<file path="src/rtl/reg_file_bank.sv">
// Parametrised register bank: write port, combinational ALU read port (A),
// registered dump read port (B) and a sequential clear engine. Optional parity: REGFILE_PARITY_EN.
module reg_file_bank #(
    parameter int DATA_W = 8,
    parameter int ADDR_W = 4
) (
    input  logic              clk,
    input  logic              reset,
    input  logic              wr_en,
    input  logic [ADDR_W-1:0] wr_addr,
    input  logic [DATA_W-1:0] wr_data,
    input  logic [ADDR_W-1:0] rd_addr_a,
    output logic [DATA_W-1:0] rd_data_a,
    input  logic              dump_en,
    input  logic [ADDR_W-1:0] rd_addr_b,
    output logic [DATA_W-1:0] rd_data_b,
    output logic              dump_valid,
    input  logic              clr_start,
    output logic              busy,
    output logic              clr_done,
    output logic              wr_rej,
    output logic              parity_err
);

    localparam int                DEPTH     = 2 ** ADDR_W;
    localparam logic [ADDR_W-1:0] LAST_ADDR = ADDR_W'(DEPTH - 1);

    typedef enum logic {
        IDLE  = 1'b0,
        CLEAR = 1'b1
    } state_t;

    state_t            state;
    logic [ADDR_W-1:0] clr_ptr;
    logic [DATA_W-1:0] mem [DEPTH];

    logic              clr_act;
    logic              wr_acc;
    logic [DATA_W-1:0] dump_data_p0;

    assign clr_act = (state == CLEAR);
    // Writes only land while the clear engine is idle.
    assign wr_acc  = wr_en && !clr_act;

    // Stage p0: port A, zero latency, bypassed by an accepted write to the same entry
    always_comb begin
        rd_data_a = mem[rd_addr_a];
        if (wr_acc && (wr_addr == rd_addr_a)) begin
            rd_data_a = wr_data;
        end
    end

    // Port B source follows what the entry will hold after this edge.
    always_comb begin
        dump_data_p0 = mem[rd_addr_b];
        if (clr_act && (clr_ptr == rd_addr_b)) begin
            dump_data_p0 = '0;
        end
        if (wr_acc && (wr_addr == rd_addr_b)) begin
            dump_data_p0 = wr_data;
        end
    end

    always_ff @(posedge clk or negedge reset) begin
        if (!reset) begin
            mem <= '{default: '0};
        end else if (wr_acc) begin
            mem[wr_addr] <= wr_data;
        end else if (clr_act) begin
            mem[clr_ptr] <= '0;
        end
    end

    // Clear engine: one entry per cycle, busy for exactly DEPTH cycles.
    always_ff @(posedge clk or negedge reset) begin
        if (!reset) begin
            state    <= IDLE;
            clr_ptr  <= '0;
            busy     <= 1'b0;
            clr_done <= 1'b0;
            wr_rej   <= 1'b0;
        end else begin
            clr_done <= 1'b0;
            wr_rej   <= wr_en && clr_act;
            case (state)
                IDLE: begin
                    if (clr_start) begin
                        state   <= CLEAR;
                        clr_ptr <= '0;
                        busy    <= 1'b1;
                    end
                end
                CLEAR: begin
                    if (clr_ptr == LAST_ADDR) begin
                        state    <= IDLE;
                        clr_ptr  <= '0;
                        busy     <= 1'b0;
                        clr_done <= 1'b1;
                    end else begin
                        clr_ptr <= clr_ptr + 1'b1;
                    end
                end
                default: begin
                    state   <= IDLE;
                    clr_ptr <= '0;
                    busy    <= 1'b0;
                end
            endcase
        end
    end

    // Stage p1: registered dump output
    always_ff @(posedge clk or negedge reset) begin
        if (!reset) begin
            rd_data_b  <= '0;
            dump_valid <= 1'b0;
        end else begin
            rd_data_b  <= dump_en ? dump_data_p0 : '0;
            dump_valid <= dump_en;
        end
    end

`ifdef REGFILE_PARITY_EN
    logic par_mem [DEPTH];
    logic dump_par_p0;

    always_comb begin
        dump_par_p0 = par_mem[rd_addr_b];
        if (clr_act && (clr_ptr == rd_addr_b)) begin
            dump_par_p0 = 1'b0;
        end
        if (wr_acc && (wr_addr == rd_addr_b)) begin
            dump_par_p0 = ^wr_data;
        end
    end

    always_ff @(posedge clk or negedge reset) begin
        if (!reset) begin
            par_mem <= '{default: 1'b0};
        end else if (wr_acc) begin
            par_mem[wr_addr] <= ^wr_data;
        end else if (clr_act) begin
            par_mem[clr_ptr] <= 1'b0;
        end
    end

    // Stage p1: parity recheck, aligned with dump_valid
    always_ff @(posedge clk or negedge reset) begin
        if (!reset) begin
            parity_err <= 1'b0;
        end else begin
            parity_err <= dump_en && ((^dump_data_p0) != dump_par_p0);
        end
    end
`else
    assign parity_err = 1'b0;
`endif

endmodule
</file>
<file path="config.mk">
export PLATFORM = sky130hd
export DESIGN_NAME = reg_file_bank
export DESIGN_NICKNAME = d
export VERILOG_FILES = /design/src/rtl/reg_file_bank.sv
export SDC_FILE = /design/constraint.sdc
export NUM_CORES = 1
export LEC_CHECK = 0
export CAP_MARGIN = 0
export CORE_ASPECT_RATIO = 0.7
export CORE_MARGIN = 2
export CORE_UTILIZATION = 30
export CTS_BUF_LIST = sky130_fd_sc_hd__clkbuf_2
export DETAILED_ROUTE_END_ITERATION = 6
export GPL_ROUTABILITY_DRIVEN = 0
export SLEW_MARGIN = 40
export SYNTH_ARGS = -nofsm -noshare
export SYNTH_HDL_FRONTEND = slang
export SYNTH_SLANG_ARGS = --single-unit
</file>
<file path="constraint.sdc">
create_clock -name clk -period 3.3 [get_ports clk]
set_input_delay 0.825 -clock clk [delete_from_list [all_inputs] [get_ports clk]]
set_output_delay 0.825 -clock clk [all_outputs]
set_load 0.02 [all_outputs]
</file>
After elaboration in Yosys (flattened, before gate mapping)

Index checks and enable logic that the tools add are counted.

Bits in registers: 145
Output and inout bits: 21
Logic and storage cells: 81
Input bits: 25

Add/subtract/negate cells: 1
$lt $le $gt $ge: 6
Reductions and logical operators: 10
Bitwise operators: 7
Multiplexer cells: 28
Eq/ne operators: 6

Operators by type and width:

| cell                                                                          | number |
|---|---|
| 128-bit two-way mux                                                           | 2 |
| 128-bit bitwise AND                                                           | 1 |
| 128-bit bitwise mux                                                           | 1 |
| 128-bit NOT                                                                   | 1 |
| 8-bit two-way mux                                                             | 10 |
| 8-bit binary-select mux with 4-bit select                                     | 2 |
| 8-bit demux with 4-bit select                                                 | 2 |
| 5-bit >= comparator (second input constant)                                   | 4 |
| 4-bit NOT with 5-bit output                                                   | 4 |
| 4-bit equality test                                                           | 3 |
| 5-bit by 1-bit less-than comparator with 1-bit output (second input constant) | 2 |
| 4-bit two-way mux                                                             | 2 |
| 4-bit one-hot mux with 2 select lines                                         | 1 |
| 1-bit logical AND                                                             | 7 |
| 1-bit two-way mux                                                             | 6 |
| 4-bit by 1-bit adder with 4-bit output (second input constant)                | 1 |
| 4-bit equality test (second input constant)                                   | 1 |
| 1-bit one-hot mux with 2 select lines                                         | 2 |
| 2-bit by 1-bit != test with 1-bit output (second input constant)              | 1 |
| 2-bit != test (second input constant)                                         | 1 |
| 2-bit AND reduction                                                           | 1 |
| 2-bit nonzero test                                                            | 1 |
| 1-bit logical NOT                                                             | 1 |
| 1-bit NOT                                                                     | 1 |

Logic depth before layout (Yosys ltp)

Depth in word-level cells: 9
Depth in mapped cells: 6
Gate-level depth less buffers: 5

Worst setup path after synthesis

No wires, ideal clock.

Path type: input -> output
From: input rd_addr_a[2]
To: output rd_data_a[0]
Setup slack: 0.209 ns
Cell stages on the path: 5
Arrival: 2.266 ns
Buffers on the path: 1
Required time: 2.475 ns
Cell sequence: clkbuf_1 xor2_1 nor3_1 nand3_1 mux2i_1

Longest elaborated chain between the ends: 5
Elaborated cells between the ends (all ways): 7
Classes of those cells: 1 x eq/ne; 4 x mux; 1 x bitwise; 1 x reduce/logical

Ends and longest elaborated chain:

| what                                                  | line | text |
|---|---|---|
| start, declared                                       | 12   | `input logic [ADDR_W-1:0] rd_addr_a,` |
| 4-bit NOT with 5-bit output (implied by the code)     | 47   | `rd_data_a = mem[rd_addr_a];` |
| 8-bit binary-select mux with 4-bit select             | 47   |  |
| 8-bit two-way mux (implied by the code) (2 in series) | 47   |  |
| 8-bit two-way mux *                                   | 48   | `if (wr_acc && (wr_addr == rd_addr_a)) begin` |
| end, declared                                         | 13   | `output logic [DATA_W-1:0] rd_data_a,` |

Mark *: on every way between the ends. The rest lies on a longest branch, timed or not. The select of a mux whose other input is x is not followed.

Worst setup path in the final report

From: input rd_addr_a[3]
To: output rd_data_a[7]

The elaborated chain is that of the path after synthesis.

==> metrics.cfg <==
[status]
status=finished, final reports clean

[worst_hold_path]
hold_path_class=primary input to asynchronous set/reset pin

[layout]
design_area_mm2=0.00939
fin_util=0.365
n_antenna_cell=0
final_nets=685
finalNonFillerCells=1000
layout-drive-gt1-share=0.324
fill_cells=2413
syn_to_final_growth_pct=20.0

[logic_synthesis]
synth_seq_area_share=0.464
synth_compound_gate_area_share=0.200
yosysWarningCount=0
synth_xor_area_frac=0.0145
syn-instance-count=573
ys_seq_elements=145
synth_mux_area_frac=0.228
syn_area_mm2=0.00783
synth_async_sr_flop_share=1.00
ys.flop_type=dfrtp_1
synth_top_family_by_area=multiplexers
avgSynthCellArea_um2=13.7
synthAdderAreaFrac=0.00639
yosys.area_share.simple=0.0496
synth_top_area_frac=0.464
yosys-top-cells-area=dfrtp_1 (46%), mux4_2 (18%), a22o_1 (16%)
synth_edf_count=0
synth.distinct_cells=42
synth_nets=602
yosysTopAreaCell=dfrtp_1

[sta]
finalHoldViolCount=0
tightest_slew_ns=0.685
setup_tns_ns=0
setup_viol=0
min_period_ns=3.25
rsz0062_at_grt=true
fmax_ghz=0.307
skew_ns=0.0281
period_share=0.986
relSlewSlack=0.543
maxSlewViolCount=0

[cts]
root_buffer=clkbuf_2
numCtsBuffers=17
clk_pin_slew_ns=0.29
insertion_delay_ns=0.80
clk_path_buf_depth=2
cts_sinks=145
cts_tree=done
clock_tree.htree_level_count=4

[route]
vias_per_cell=6.07
routed_wl_um=25500
drt_pass1_iterations=7
vias=6067
drtIter0Drc=760
routedWlPerCell_um=25.5
ant_nets=0
drc=0

[floorplan]
fp.dieArea_mm2=0.0274
die_w_um=197
die_h_um=139
io_pins=46
rows=49
start_util=0.305
core_mm2=0.0257

[grt]
grt_pass1_wl_um=38700
grt_pass1_vias=6173
antenna_found_initial=1
grt.overflow.total=0
grtUsageTotal=0.191
grt_max_degree=56

[critical_path]
slowest_delay_ns=0.28
cp.required_ns=2.47
worstSetupPathType=primary input to output pin
r2r_cells=5
end_kind=output pin
path_max_fanout=8
cp_slowest_cell=mux2_2
timing.rr.start=clr_act
r2r_end=mem[31]
endpoint=rd_data_a[7]
rrSetupSlack_ns=1.07
cp_cell_sequence=dlygate4sd2_1 > buf_6 > buf_8 > buf_12 > mux4_2 > mux2i_1 > mux2_2 > mux2i_1 > buf_4
startpoint_type=primary input
crit_arrival_ns=2.43
crit_top_cell=mux2i_1
startpoint=rd_addr_a[3]

[placed_design]
placed_area_mm2=0.00900
io_buffers=44
dp_hpwl_um=17800
dp.cells=960

[pwr]
power.leakage_nw=4.23
peakVddDrop_uv=297
power_density_mw_per_mm2=514

[job]
cap_violations=0

[Yosys cell counts (6+ instances only)]
| cell | n |
|---|---|
| clkbuf_1 | 30 |
| a22o_1 | 144 |
| buf_4 | 8 |
| mux2i_1 | 25 |
| nor2_1 | 17 |
| mux2_2 | 8 |
| nor2_2 | 6 |
| inv_1 | 11 |
| a21o_1 | 12 |
| mux4_2 | 64 |
| o21ai_1 | 9 |
| buf_2 | 9 |
| o32ai_1 | 8 |
| dfrtp_1 | 145 |
| xor2_1 | 10 |
[through the flow]
step | hold slack (ns) | setup WS (ns) | power [W]
3_5_place_dp | 0.500 | -0.858 | 0.00370
3_3_place_gp | 0.496 | -0.884 | 0.00364
4_1_cts | 0.455 | 0.00496 | 0.00479
2_1_floorplan | 0.477 | 0.209 | 0.00306
6_report | 0.506 | 0.0470 | 0.00483
5_1_grt | 0.450 | -0.0350 | 0.00504
[layer usage]
layer,up-vias,share of wire,GRT usage
li1,2463,-,-
met5,-,0.0020,0.0141
met3,35,0.13,0.0688
met1,3136,0.42,0.272
met2,431,0.44,0.274
met4,2,0.015,0.0463
[layout by cell type, fill, tap and decap left out, drive strengths merged, types with 2 or more instances in the layout]
cell,Yosys,final
clkinv,0,5
nor2b,5,5
ha,4,4
dlygate4sd2,0,3
o22ai,4,4
buf,23,83
xnor2,3,3
inv,11,21
mux2,8,8
nor2,26,26
o21ai,14,14
dfrtp,145,145
o32ai,8,8
clkdlybuf4s50,0,29
a21o,12,12
nand4bb,2,2
and3,4,4
xor2,10,10
clkbuf,30,18
nand2,5,5
and2,4,4
mux4,64,64
a22o,144,144
o31ai,2,2
nor3,6,6
nand2b,5,5
mux2i,25,25
[final cells by class]
| type | instances | area, µm² | share of cell area |
|---|---|---|---|
| Tap cell | 331 | 414 | 0.0441 |
| Inverter | 11 | 41.3 | 0.00440 |
| Clock buffer | 17 | 85.1 | 0.00906 |
| Clock inverter | 15 | 164 | 0.0175 |
| Multi-Input combinational cell | 364 | 3990 | 0.424 |
| Sequential cell | 145 | 3630 | 0.386 |
| Timing Repair Buffer | 117 | 1070 | 0.114 |
[kinds of logic after synthesis]
logic type	after synthesis
flops	145
buf+inv	64
other cells	1
simple gates	62
xor+xnor	13
fa+ha+maj	4
mux	97
compound gates	187
[state kept, by name, summed over array words and instances (netlist names)]
register,flops
rd_data_b,8
clr_done,1
busy,1
wr_rej,1
clr_ptr,4
dump_valid,1
mem,128
clr_act,1
[repair_timing]
item | CTS | global route
hold buffers | 1 | 0
gates resized for setup | 49 | 12
buffers inserted | 7 | 1
pin swaps | 0 | 1
setup endpoints to repair | 8 | 5
hold endpoints to repair | 53 | 0
[how the worst min path moves through the flow]
stage | from | endpoint | slack (ns) | depth (start not counted)
2_1_floorplan | mem[24] | mem[24] | 0.48 | 1
3_3_place_gp | mem[0] | mem[0] | 0.50 | 1
3_5_place_dp | mem[17] | mem[17] | 0.50 | 1
4_1_cts | reset | mem[83] | 0.45 | 2
5_1_grt | reset | mem[83] | 0.45 | 2
6_report | reset | mem[83] | 0.51 | 2
[power by group]
part	internal, W	total (W)	switching (W)
Clock	0.000256	0.00109	0.000829
Sequential	0.00199	0.00220	0.000213
Combinational	0.000671	0.00154	0.000868
Total	0.00291	0.00483	0.00191
[critical path, delay by kind of cell]
kind     cells  cell delay (ns)
mux          4             0.77
buf+inv      5             0.84
(Power assumes the default switching activity.)
